**src/rtl/clk_gen_pkg.sv**
```systemverilog
// Shared definitions for the multi-channel clock generator: default sizes
// and the per-channel state encoding.
package clk_gen_pkg;

    localparam int CHANNELS_DEF = 4;
    localparam int DIV_W_DEF    = 8;

    typedef enum logic [1:0] {
        IDLE = 2'd0,
        HIGH = 2'd1,
        LOW  = 2'd2
    } chan_state_t;

endpackage

```
**src/rtl/clk_gen_multi_if.sv**
```systemverilog
// Bus between the clock generator and its consumer: enables and divide values in,
// divided clocks and rising-edge strobes out.
interface clk_gen_multi_if
    import clk_gen_pkg::*;
#(
    parameter int CHANNELS = CHANNELS_DEF,
    parameter int DIV_W    = DIV_W_DEF
);

    logic [CHANNELS-1:0]       en;
    logic [CHANNELS*DIV_W-1:0] div_cfg;
    logic [CHANNELS-1:0]       clk_out;
    logic [CHANNELS-1:0]       tick;

    modport master (
        output en,
        output div_cfg,
        input  clk_out,
        input  tick
    );

    modport slave (
        input  en,
        input  div_cfg,
        output clk_out,
        output tick
    );

endinterface

```
**src/rtl/clk_gen_chan.sv**
```systemverilog
// One divided-clock channel: 50 % duty, half-period of div+1 cycles, glitch-free
// enable. Optional phase-align input when CLKGEN_PHASE_SYNC_EN is defined.
module clk_gen_chan
    import clk_gen_pkg::*;
#(
    parameter int DIV_W = DIV_W_DEF
) (
    input  logic             C,
    input  logic             R_N,
    input  logic             en,
    input  logic [DIV_W-1:0] div,
`ifdef CLKGEN_PHASE_SYNC_EN
    input  logic             sync,
`endif
    output logic             clk_out,
    output logic             tick
);

    chan_state_t      state;
    logic [DIV_W-1:0] cnt;
    logic [DIV_W-1:0] act_div;
    logic             sync_hit;
    logic             half_done;

`ifdef CLKGEN_PHASE_SYNC_EN
    assign sync_hit = sync & en;
`else
    assign sync_hit = 1'b0;
`endif

    assign half_done = (cnt == act_div);

    // The ratio is latched only on HIGH entry, so config changes never cut a period short.
    always_ff @(posedge C or negedge R_N) begin
        if (!R_N) begin
            state   <= IDLE;
            cnt     <= '0;
            act_div <= '0;
            clk_out <= 1'b0;
            tick    <= 1'b0;
        end else begin
            tick <= 1'b0;
            if (sync_hit) begin
                state   <= HIGH;
                act_div <= div;
                cnt     <= '0;
                clk_out <= 1'b1;
                tick    <= 1'b1;
            end else begin
                case (state)
                    IDLE: begin
                        cnt     <= '0;
                        clk_out <= 1'b0;
                        if (en) begin
                            state   <= HIGH;
                            act_div <= div;
                            clk_out <= 1'b1;
                            tick    <= 1'b1;
                        end
                    end
                    HIGH: begin
                        if (half_done) begin
                            state   <= LOW;
                            cnt     <= '0;
                            clk_out <= 1'b0;
                        end else begin
                            cnt <= cnt + 1'b1;
                        end
                    end
                    LOW: begin
                        if (half_done) begin
                            cnt <= '0;
                            if (en) begin
                                state   <= HIGH;
                                act_div <= div;
                                clk_out <= 1'b1;
                                tick    <= 1'b1;
                            end else begin
                                state <= IDLE;
                            end
                        end else begin
                            cnt <= cnt + 1'b1;
                        end
                    end
                    default: begin
                        state   <= IDLE;
                        cnt     <= '0;
                        clk_out <= 1'b0;
                    end
                endcase
            end
        end
    end

endmodule

```
**src/rtl/clk_gen_multi.sv**
```systemverilog
// Multi-channel clock generator top: one clk_gen_chan per channel, each fed its
// slice of div_cfg. Define CLKGEN_PHASE_SYNC_EN to add the sync phase-align port.
module clk_gen_multi
    import clk_gen_pkg::*;
#(
    parameter int CHANNELS = CHANNELS_DEF,
    parameter int DIV_W    = DIV_W_DEF
) (
    input  logic             C,
    input  logic             R_N,
`ifdef CLKGEN_PHASE_SYNC_EN
    input  logic             sync,
`endif
    clk_gen_multi_if.slave   bus
);

    logic [CHANNELS-1:0] clk_vec;
    logic [CHANNELS-1:0] tick_vec;

    for (genvar i = 0; i < CHANNELS; i++) begin : g_chan
        clk_gen_chan #(
            .DIV_W (DIV_W)
        ) u_chan (
            .C       (C),
            .R_N     (R_N),
            .en      (bus.en[i]),
            .div     (bus.div_cfg[i*DIV_W +: DIV_W]),
`ifdef CLKGEN_PHASE_SYNC_EN
            .sync    (sync),
`endif
            .clk_out (clk_vec[i]),
            .tick    (tick_vec[i])
        );
    end

    assign bus.clk_out = clk_vec;
    assign bus.tick    = tick_vec;

endmodule

```
**src/flat_wrapper.sv**
```systemverilog
// flat-port wrapper written by rule: the top's interface ports become plain ports
module clk_gen_multi_flat import clk_gen_pkg::*;
#(
    parameter int CHANNELS = CHANNELS_DEF,
    parameter int DIV_W    = DIV_W_DEF
)
  (C, R_N, bus_en, bus_div_cfg, bus_clk_out, bus_tick);
  clk_gen_multi_if #(.CHANNELS(CHANNELS), .DIV_W(DIV_W)) bus_i ();
  input  logic C;
  input  logic R_N;
  input wire logic [$bits(bus_i.en)-1:0] bus_en;
  input wire logic [$bits(bus_i.div_cfg)-1:0] bus_div_cfg;
  output wire logic [$bits(bus_i.clk_out)-1:0] bus_clk_out;
  output wire logic [$bits(bus_i.tick)-1:0] bus_tick;
  assign bus_i.en = bus_en;
  assign bus_i.div_cfg = bus_div_cfg;
  assign bus_clk_out = bus_i.clk_out;
  assign bus_tick = bus_i.tick;
  clk_gen_multi #(.CHANNELS(CHANNELS), .DIV_W(DIV_W)) u_core (.C(C), .R_N(R_N), .bus(bus_i));
endmodule
```
**config.mk**
```make
export PLATFORM = sky130hd
export DESIGN_NAME = clk_gen_multi_flat
export DESIGN_NICKNAME = d
export VERILOG_FILES = /design/src/rtl/clk_gen_pkg.sv /design/src/rtl/clk_gen_multi_if.sv /design/src/rtl/clk_gen_chan.sv /design/src/rtl/clk_gen_multi.sv /design/src/flat_wrapper.sv
export SDC_FILE = /design/constraint.sdc
export NUM_CORES = 1
export LEC_CHECK = 0
export BUFFER_PORTS_ARGS = -buffer_cell sky130_fd_sc_hd__buf_2
export CORE_UTILIZATION = 47
export CTS_CLUSTER_DIAMETER = 200
export DETAILED_ROUTE_END_ITERATION = 6
export PLACE_DENSITY = 0.66
export SYNTH_ARGS = -nofsm -noshare
export SYNTH_HDL_FRONTEND = slang
export SYNTH_SLANG_ARGS = --single-unit
```
**constraint.sdc**
```tcl
create_clock -name C -period 5.9 [get_ports C]
set_clock_uncertainty 0.2 [all_clocks]
set_input_delay 0.885 -clock C [delete_from_list [all_inputs] [get_ports C]]
set_output_delay 0.885 -clock C [all_outputs]
set_load 0.01 [all_outputs]
```
==> summary.md, run 1 <==
| Metric | Value |
|---|---|
| CP required | just under 6000 ps |
| # DRC | 0 |
| Register cell area after layout | 2000 um^2 |
| Met3 WL post-DR | 185 um |
| CTS tree | done |
| Hold Crit Depth | 1 |
| Final Routed Wirelength | slightly below 7000 um |
| Die area | 9050 um^2 |
| Finished Layout Cells | 511 |
| P&R area growth vs syn | 12.6% |
| Slew headroom | 33.6% |
| Max-cap violations | 0 |
| Max layer used | met4 |
| Area leader, netlist | dfrtp_1 |
| Vias/cell | between 5 and 6 |
| Ys async rst share | 100% |
| WS Path Type | reg2reg |
| Seq cells post-synth | 80 |
| Met1 wire length | 3250 um |
| Detailed Routing Iterations Pass 1 | 4 |
| Post-synth EDFFs | 0 |
| CP Buf/Inv Count | 0 |
| I/O pin total | 46 |
| Largest family of logic cells by synthesized area | simple AND/OR/NAND/NOR gates |
| Most frequent cell after synthesis | dfrtp_1 |
| Area share of and/or/nand/nor cells after synthesis | 12.6% |
| CP max-delay cell | dfrtp_1 |
| Number of DRC markers in iteration 0 | between 50 and 60 |
| Total track usage | 16.9% |
| First-pass GRT wire length | 11,700 um |
| Final slew viol count | 0 |
| Fmax | 448 MHz |
| Final GP Congestion | 0.768 |
| Final ANT Viol Nets | 0 |
| Cts bufs inserted | 9 |
| Max Fanout on Critical Path | 8 |
| H-tree depth | 3 |
| Antenna violations before repair | 0 |
| Clock Tree Buf Depth | 2 |
| Multi-input gate area | 1930 um^2 |
| WL/cell | around 13 um |
| Core Region | 8300 um^2 |
| CP peak stage delay | 430 ps |
| Worst Setup Start Kind | flip-flop |
| Hold WC Path Type | reg2reg |
| Status | finished clean |
| Cells after DPL | 496 |
| Maximum vdd drop | between 0.00015 and 0.0002 V |
| Setup TNS | 0 ps |
| CTS sink cnt | 80 |
| Final setup margin | 3670 ps |
| Unrepaired setup endpoints after global routing | no |
| CTS clk-pin slew, worst paths | around 80 ps |
| PostCTS Resize Cnt | 0 |
| Layout cells sized above 1 | roughly a quarter |
| FF-to-FF setup slack | 3670 ps |
| Area contributors post-synth | dfrtp_1 (49%), xor2_1 (9.9%), mux2_2 (9.4%), ha_1 (6.8%), nor2_1 (3.6%) |
| Hold Buf Count CTS | 0 |
| Count of final setup violators | 0 |
| Crit path arrival time | ~2300 ps |
| Synth Instances | roughly 360 |
| Synth Warn # | 0 |
| Setup Buffers After CTS | 0 |
| Leak | 2.20 nW |
| Yosys cell types | 32 |
| CP top delay family | simple AND/OR/NAND/NOR gates |
| Post-synthesis mux area share | 9.39% |
| Top cell type's share of synthesized area | 49.1% |
| Post-Syn Area | 4080 um^2 |
| Rows | 33 |
| Starting density of the core | 49.1% |
| Total number of vias | between 2,000 and 3,000 |
| Antenna Cells | 0 |
| Port bufs | 45 |
| Root Buffer | clkbuf_8 |
| Reg2Reg Depth | 5 |
| FF-to-FF End | u_core.g_chan[2].u_chan.act_div[2] |
| Xor and xnor area share after synthesis | 12.0% |
| Pwr Density | 435 nW/um^2 |
| Detailed route wirelength on metal2 | 3270 um |
| Clk Latency, worst-skew pair | 350 ps |
| Syn Nets | 417 |
| Crit-path cells | xor2_1, nor4_1, nand2_1, a21oi_4, mux2_2 |
| Adder-cell share of the synthesized area | around 6.8% |
| Crit share post-route | 37.8% |
| Vias in the first global route | 2,569 |
| Commonest cells in the netlist | dfrtp_1 (80), xor2_1 (46), nor2_1 (39) |
| Grt total ovfl | 0 |
| Origin of the critical flop-to-flop path | u_core.g_chan[2].u_chan.cnt[4] |
| Worst-Margin Slew | 997 ps |
| Filler cells | between 700 and 800 |
| Synthesized area per cell | 11.4 um^2 |
| Area fraction in compound gates after synthesis | 6.54% |
| Die Wd | between 90 and 100 um |
| Min-Delay Endpoint | u_core.g_chan[0].u_chan.cnt[0] |
| DP Wirelength | 4920 um |
| Die H | 95.1 um |
| Endpoint class of the critical path | flip-flop |
| Fin crit period | 2230 ps |
| Final nets | 462 |
| Final Hold Vio Count | 0 |
| Top_reg_cell synth | dfrtp_1 |
| Place WS | between 3000 and 4000 ps |
| Worst hold path startpoint | u_core.g_chan[0].u_chan.cnt[0] |
| Largest net degree at the start of global routing | 81 |
| Seq/Total Area, Yosys | slightly below 50% |
==> sequential cells by signal, indices dropped and copies added (netlist names) <==
name	cells
u_core.g_chan.u_chan.cnt	32
u_core.g_chan.u_chan.clk_out	4
u_core.g_chan.u_chan.tick	4
u_core.g_chan.u_chan.state	8
u_core.g_chan.u_chan.act_div	32
==> kinds of logic (layout without fill, tap and decap cells) <==
| group | Yosys count | in the layout |
|---|---|---|
| XOR/XNOR | 56 | 56 |
| multiplexers | 34 | 34 |
| buffers and inverters | 31 | 80 |
| flip-flops | 80 | 80 |
| AND/OR/NAND/NOR | 100 | 100 |
| AO/OA/AOI/OAI | 34 | 34 |
| adder cells (fa/ha/maj) | 22 | 22 |
==> worst max-delay path by stage <==
stage                                               from                            endpoint  slack [ps]  depth (start not counted)
final                     u_core.g_chan[2].u_chan.cnt[4]  u_core.g_chan[2].u_chan.act_div[2]        3670                          5
after global routing      u_core.g_chan[2].u_chan.cnt[4]  u_core.g_chan[2].u_chan.act_div[4]        3450                          5
after CTS                 u_core.g_chan[2].u_chan.cnt[4]  u_core.g_chan[2].u_chan.act_div[3]        3610                          5
after detailed placement  u_core.g_chan[2].u_chan.cnt[4]  u_core.g_chan[2].u_chan.act_div[3]        3630                          5
after global placement    u_core.g_chan[2].u_chan.cnt[4]  u_core.g_chan[2].u_chan.act_div[7]        3680                          5
after floorplan           u_core.g_chan[0].u_chan.cnt[5]    u_core.g_chan[0].u_chan.state[1]        3900                          5
==> layout make-up <==
class                           instances  area share (%)
Inverter                               20            1.64
Clock buffer                           11            3.30
Multi-Input combinational cell        246            42.0
Clock inverter                          4            1.66
Sequential cell                        80            43.6
Timing Repair Buffer                   45            4.96
Tap cell                              105            2.86
==> cell usage in the layout (no fill, tap or decap), types with 5 or more instances in the layout <==
| cell type | netlist | layout |
|---|---|---|
| nand3_1 | 16 | 16 |
| clkbuf_8 | 0 | 11 |
| ha_1 | 22 | 22 |
| nand2b_1 | 5 | 5 |
| a21oi_1 | 9 | 9 |
| mux2_2 | 34 | 34 |
| dfrtp_1 | 80 | 80 |
| xor2_1 | 46 | 46 |
| inv_1 | 20 | 20 |
| and3_1 | 11 | 11 |
| buf_2 | 1 | 44 |
| nand2_1 | 12 | 12 |
| xnor2_1 | 10 | 10 |
| nor2_1 | 39 | 39 |
==> worst register-to-register path, cell delays in order (launching register included) <==
cell	delay, ps
dfrtp_1	430
xor2_1	190
nor4_1	360
nand2_1	240
a21oi_4	340
mux2_2	380
==> layer usage <==
| metal | up-vias | track usage (%) |
|---|---|---|
| li1 | 1287 | - |
| met1 | 1270 | 22.3 |
| met2 | 37 | 27.3 |
| met3 | 10 | 2.79 |
| met4 | 0 | 7.58 |
| met5 | - | 0 |
==> per-stage QoR <==
step	power, mW	utilization, %	instance area [um^2]	hold slack [ps]
after detailed placement	1.56	52.6	4360	317
after CTS	2.03	55.3	4590	328
after global routing	2.15	55.3	4590	348
after global placement	1.54	52.6	4360	308
after floorplan	1.41	-	4080	270
final	2.00	55.3	4590	324
==> where the power goes <==
part / internal [mW] / switching [mW] / leakage, nW
Sequential: 0.728 / 0.148 / 1.02
Clock: 0.261 / 0.197 / 0.112
Combinational: 0.326 / 0.337 / 1.07
Total: 1.31 / 0.682 / 2.20
No activity file was read; power rests on OpenSTA's default activity.
==> run 2: changes to the inputs <==
PLACE_DENSITY = 0.69   (was 0.66)
clock period = 1.9 ns   (was 5.9 ns; I/O delays follow)
==> summary.md, run 2 (synthesis results as in run 1) <==
| Metric | Value |
|---|---|
| Status | finished, violations left |
| Failing checks | negative setup slack |
| Layout cells sized above 1 | 40.0% |
| First-pass GRT wire length | 14,000 um |
| CP required | 1930 ps |
| Hold WC Path Type | in2reg |
| Maximum vdd drop | 0.000641 V |
| Rows | 33 |
| Leak | around 2.9 nW |
| Util after Layout | 70.2% |
| Place WS | -280 ps |
| H-tree depth | 3 |
| FF-to-FF setup slack | -200 ps |
| Final setup margin | -196 ps |
| CTS sink cnt | 80 |
| Clock Tree Buf Depth | 2 |
| Root Buffer | clkbuf_8 |
| Final GP Congestion | about 0.8 |
| Slew headroom | 68.3% |
| Biggest regs | u_core.g_chan.u_chan.act_div (32), u_core.g_chan.u_chan.cnt (32), u_core.g_chan.u_chan.state (8) |
| Max-cap violations | 0 |
| Vias in the first global route | between 3,000 and 4,000 |
| Total track usage | 20.2% |
| Final ANT Viol Nets | 0 |
| Cts bufs inserted | 9 |
| Antenna Cells | 0 |
| Die H | 95.1 um |
| Worst Setup Start Kind | flip-flop |
| Filler cells | ~570 |
| Crit path arrival time | 2130 ps |
| Final Hold Vio Count | 0 |
| Endpoint class of the critical path | flip-flop |
| P&R area growth vs syn | 42.9% |
| I/O pin total | 46 |
| Starting density of the core | between 40% and 50% |
| Max Fanout on Critical Path | 7 |
| # DRC | 0 |
| Detailed Routing Iterations Pass 1 | 4 |
| Pwr Density | 1280 nW/um^2 |
| Final nets | 570 |
| Most common cell after layout, fill and taps aside | dfrtp_1 |
| Port bufs | 45 |
| Area after DPL | 4790 um^2 |
| Count of final setup violators | 39 |
| Antenna violations before repair | 0 |
| Number of DRC markers in iteration 0 | 93 |
| Fin crit period | 2100 ps |
| CTS tree | done |
| Fmax | 477 MHz |
| Largest net degree at the start of global routing | 35 |
| Die area | between 9000 and 10,000 um^2 |
| Worst-Margin Slew | 471 ps |
| CTS clk-pin slew, worst paths | approximately 80 ps |
| Final slew viol count | 0 |
| Hold WS | between 30 and 40 ps |
| Core Region | 8300 um^2 |
| WS Path Type | reg2reg |
| Unrepaired setup endpoints after global routing | yes |
| Total number of vias | 3,064 |
| DP Wirelength | between 5000 and 6000 um |
| Vias/cell | 4.94 |
| Most frequent cells in the layout | dfrtp_1 (80), buf_4 (64), xor2_1 (46), buf_2 (44) |
| Die Wd | around 95 um |
| Final Routed Wirelength | just under 9000 um |
| WL/cell | approximately 14 um |
| Final instance area | 5830 um^2 |
| Crit share post-route | 110% |
| Grt total ovfl | 0 |
| Clk Latency, worst-skew pair | 350 ps |
-- run 2: changes by cell type in the layout (fill, tap and decap cells not counted), sizes merged --
cell	before	now
buf	45	120
dlygate4sd3	0	33
clkbuf	11	13
clkinv	0	2
bufinv	2	1
clkinvlp	1	0
inv	21	20
-- run 2: area by class of cell --
| class | instances | area (um^2) | share of cell area, % |
|---|---|---|---|
| multi-input combinational | 246 | 2210 | 37.9 |
| sequential | 80 | 2000 | 34.4 |
| timing repair buffer | 153 | 1210 | 20.8 |
| inverter | 20 | 75.1 | 1.29 |
| tap | 105 | 131 | 2.26 |
| clock buffer | 13 | 159 | 2.73 |
| clock inverter | 3 | 40.0 | 0.687 |
-- run 2: per-layer routing --
layer | part of all wire (%) | GRT usage (%) | vias to the layer above
li1 | - | - | 1504
met1 | 44 | 23.8 | 1499
met2 | 52 | 35.8 | 53
met3 | 3.0 | 5.90 | 8
met4 | 0.97 | 5.43 | 0
met5 | 0 | 0 | -
-- run 2: metrics by stage --
stage / instances / power (mW) / TNS, ps
2_1_floorplan: 357 / 4.44 / -2540
3_3_place_gp: 548 / 5.13 / -6130
3_5_place_dp: 548 / 5.25 / -8210
4_1_cts: 607 / 7.11 / -5560
5_1_grt: 620 / 7.94 / -7920
6_report: 620 / 7.47 / -5330
-- run 2: final timing paths --
| check | endpoint | from | depth (start not counted) |
|---|---|---|---|
| max | u_core.g_chan[1].u_chan.act_div[6] | u_core.g_chan[1].u_chan.act_div[7] | 6 |
| min | u_core.g_chan[2].u_chan.tick | bus_en[2] | 2 |
| max reg2reg | u_core.g_chan[1].u_chan.act_div[6] | u_core.g_chan[1].u_chan.act_div[7] | 6 |
| min reg2reg | u_core.g_chan[3].u_chan.act_div[5] | u_core.g_chan[3].u_chan.act_div[5] | 1 |
| max in group asynchronous | u_core.g_chan[3].u_chan.cnt[4] | R_N | 3 |
| min in group asynchronous | u_core.g_chan[1].u_chan.tick | R_N | 2 |
-- run 2: power by group --
group          switching, mW  total (mW)  internal [mW]
clock network          0.593        1.27          0.677
registers              0.424        2.69           2.26
logic                   1.56        3.51           1.96
total                   2.57        7.47           4.90
-- run 2: timing repair --
action	CTS	global route
pin swaps	19	18
setup buffers	10	13
gates resized for setup	36	35
endpoints found under the hold margin	70	0
endpoints found under the setup margin	61	64
hold buffers	33	0
-- run 2: worst max-delay path, stage by stage, from the launching register on --
cell	delay [ps]
dfrtp_1	390
xor2_1	180
nor4_2	350
nand3_1	190
a21oi_4	210
buf_12	150
mux2_4	300
==> run 3: changes to the inputs <==
ABC_AREA = 1   (was not set)
PLACE_DENSITY = 0.68   (was 0.69)
==> summary.md, run 3 <==
| Metric | Value |
|---|---|
| Final GP Congestion | 0.916 |
| P&R area growth vs syn | 19.5% |
| Ys async rst share | 100% |
| Worst Setup Start Kind | flip-flop |
| Biggest regs | u_core.g_chan.u_chan.act_div (32), u_core.g_chan.u_chan.cnt (32), u_core.g_chan.u_chan.state (8) |
| Area after DPL | ~4800 um^2 |
| Most frequent cell after synthesis | nand2_1 |
| Sw Ratio | 40.9% |
| WL/cell | 10.9 um |
| Core Region | 9200 um^2 |
| Yosys cell types | 21 |
| Area leader, netlist | dfrtp_1 |
| Unrepaired setup endpoints after global routing | no |
| Synthesized area per cell | 7.93 um^2 |
| Final instance area | 5330 um^2 |
| Crit path arrival time | 1850 ps |
| Synth Warn # | 0 |
| Top cell by count, worst path | nand2_1 |
| Crit-path cells | inv_1, ha_1, nand2_1, or2_2, nand2_4, nand2_1, nand2_1 |
| Crit share post-route | 93.1% |
| Antenna violations before repair | 0 |
| Die area | 9880 um^2 |
| CP top delay family | simple AND/OR/NAND/NOR gates |
| Grt total ovfl | 0 |
| WS Path Type | reg2reg |
| Final ANT Viol Nets | 0 |
| Fmax | ~570 MHz |
| Number of DRC markers in iteration 0 | 79 |
| Most common cell after layout, fill and taps aside | nand2_1 |
| Endpoint class of the critical path | flip-flop |
| CTS clk-pin slew, worst paths | 80 ps |
| Leak | between 2 and 3 nW |
| Total track usage | about a fifth |
| Port bufs | between 40 and 50 |
| Final Hold Vio Count | 0 |
| Max Fanout on Critical Path | 9 |
| Vias in the first global route | 3,621 |
| Area contributors post-synth | dfrtp_1 (45%), nand2_1 (18%), ha_1 (6.2%), nand3_1 (5.8%), inv_1 (5.7%) |
| Maximum vdd drop | 0.000664 V |
| Layout cells sized above 1 | 15.0% |
| Clock share of power | about a fifth |
| Internal power | 4.10 mW |
| Most frequent cells in the layout | nand2_1 (211), dfrtp_1 (80), inv_1 (68), nand3_1 (52), buf_2 (44) |
| Vias/cell | 4.73 |
| Antenna Cells | 0 |
| Die Wd | roughly 99 um |
| Clock Tree Buf Depth | 2 |
| Count of final setup violators | 0 |
| Pwr Density | around 1300 nW/um^2 |
| Setup Buffers After CTS | 0 |
| Largest net degree at the start of global routing | 40 |
| Post-synth EDFFs | 0 |
| Seq pwr share | 39.5% |
| Rows | 35 |
| Cts bufs inserted | 9 |
| Psw | 2.84 mW |
| Detailed Routing Iterations Pass 1 | 4 |
| Root Buffer | clkbuf_8 |
| Status | finished clean |
| Final Routed Wirelength | 8310 um |
| DP Wirelength | between 5000 and 6000 um |
| H-tree depth | 3 |
| Seq/Total Area, Yosys | 44.9% |
| CTS tree | done |
| Final nets | ~700 |
| First-pass GRT wire length | around 15,000 um |
| CP max-delay cell | dfrtp_1 |
| CTS sink cnt | 80 |
| Clk Latency, worst-skew pair | around 350 ps |
| CP required | 1980 ps |
| Die H | approximately 99 um |
| Top_reg_cell synth | dfrtp_1 |
| Max-cap violations | 0 |
| Fin crit period | around 1800 ps |
| Setup TNS | 0 ps |
| Worst-Margin Slew | 443 ps |
| CP Buf/Inv Count | 1 |
| I/O pin total | 46 |
| Seq cells post-synth | 80 |
| Total number of vias | 3,588 |
| Commonest cells in the netlist | nand2_1 (211), dfrtp_1 (80), inv_1 (68) |
| Syn Nets | about 620 |
| Top cell type's share of synthesized area | around 45% |
| Final slew viol count | 0 |
| Hold WC Path Type | in2reg |
| Post-Syn Area | 4460 um^2 |
| # DRC | 0 |
| Power share of the combinational group | 41.8% |
| Synth Instances | 562 |
| Starting density of the core | about 48% |
| CP peak stage delay | 430 ps |
| Slew headroom | 70.5% |
-- run 3: changes by cell type in the layout (fill, tap and decap cells not counted), sizes merged, moves of 8 or more --
cell	change
nand3	+37
mux2	-34
and3	-11
nand2	+210
inv	+49
nor3	+12
buf	-73
nor4	-8
xor2	-30
-- run 3: logic make-up (layout without fill, tap and decap cells) --
logic type / after synthesis / count (layout) / synth area share [%]
simple gates: 342 / 342 / 34.3
flops: 80 / 80 / 44.9
buf+inv: 79 / 165 / 7.41
xor+xnor: 32 / 32 / 6.29
fa+ha+maj: 22 / 22 / 6.18
compound gates: 7 / 7 / 0.898
-- run 3: layout make-up --
class	instances	area, um^2
clock buffer	12	155
clock inverter	4	51.3
fill	831	3870
inverter	68	255
multi-input combinational	403	2130
sequential	80	2000
tap	111	139
timing repair buffer	81	596
-- run 3: layer usage --
layer  up-vias  wire [um]  global-route usage (%)
li1       1867          -                       -
met5         -          0                       0
met2        46       4160                    33.9
met1      1671       3870                    22.1
met3         4        221                    4.15
met4         0         60                    4.98
-- run 3: power groups by stage --
stage	registers [mW]	clock network, mW	logic, mW
after CTS	2.75	1.35	2.95
after floorplan	2.65	0	2.40
after detailed placement	2.77	0	2.87
after global routing	2.83	1.41	3.39
final	2.74	1.30	2.90
after global placement	2.75	0	2.78
-- run 3: worst reg2reg max path: stages (launching register included) --
cell and delay [ps]:
dfrtp_1 430, inv_1 120, ha_1 200, nand2_1 90, or2_2 380, nand2_4 150, nand2_1 80, nand2_1 60
-- run 3: worst paths after layout --
path | startpoint | to | slack [ps] | cells past startpoint
min in group asynchronous | R_N | u_core.g_chan[3].u_chan.act_div[0] | 180 | 2
worst min-delay path | bus_en[3] | u_core.g_chan[3].u_chan.tick | 20 | 3
worst min register to register | u_core.g_chan[1].u_chan.clk_out | u_core.g_chan[1].u_chan.clk_out | 270 | 2
worst max register to register | u_core.g_chan[1].u_chan.state[1] | u_core.g_chan[1].u_chan.act_div[2] | 130 | 7
max in group asynchronous | R_N | u_core.g_chan[1].u_chan.act_div[4] | 730 | 3
worst max-delay path | u_core.g_chan[1].u_chan.state[1] | u_core.g_chan[1].u_chan.act_div[2] | 130 | 7
-- run 3: through the flow --
step                std cells  total power, mW  hold WS [ps]  utilization [%]  setup slack [ps]
global route              759             7.64          16.8             57.9              12.1
CTS                       759             7.04          1.35             57.9               111
finish                    759             6.94          15.4             57.9               131
global placement          709             5.53          13.5             51.9               205
floorplan                 562             5.05          -211                -               288
detailed placement        709             5.65          15.6             51.9               139
-- run 3: timing repair --
action                                  4_1_cts  5_1_grt
endpoints found under the setup margin        0        6
endpoints found under the hold margin        94        0
gates resized for setup                       0        1
hold buffers                                 34        0
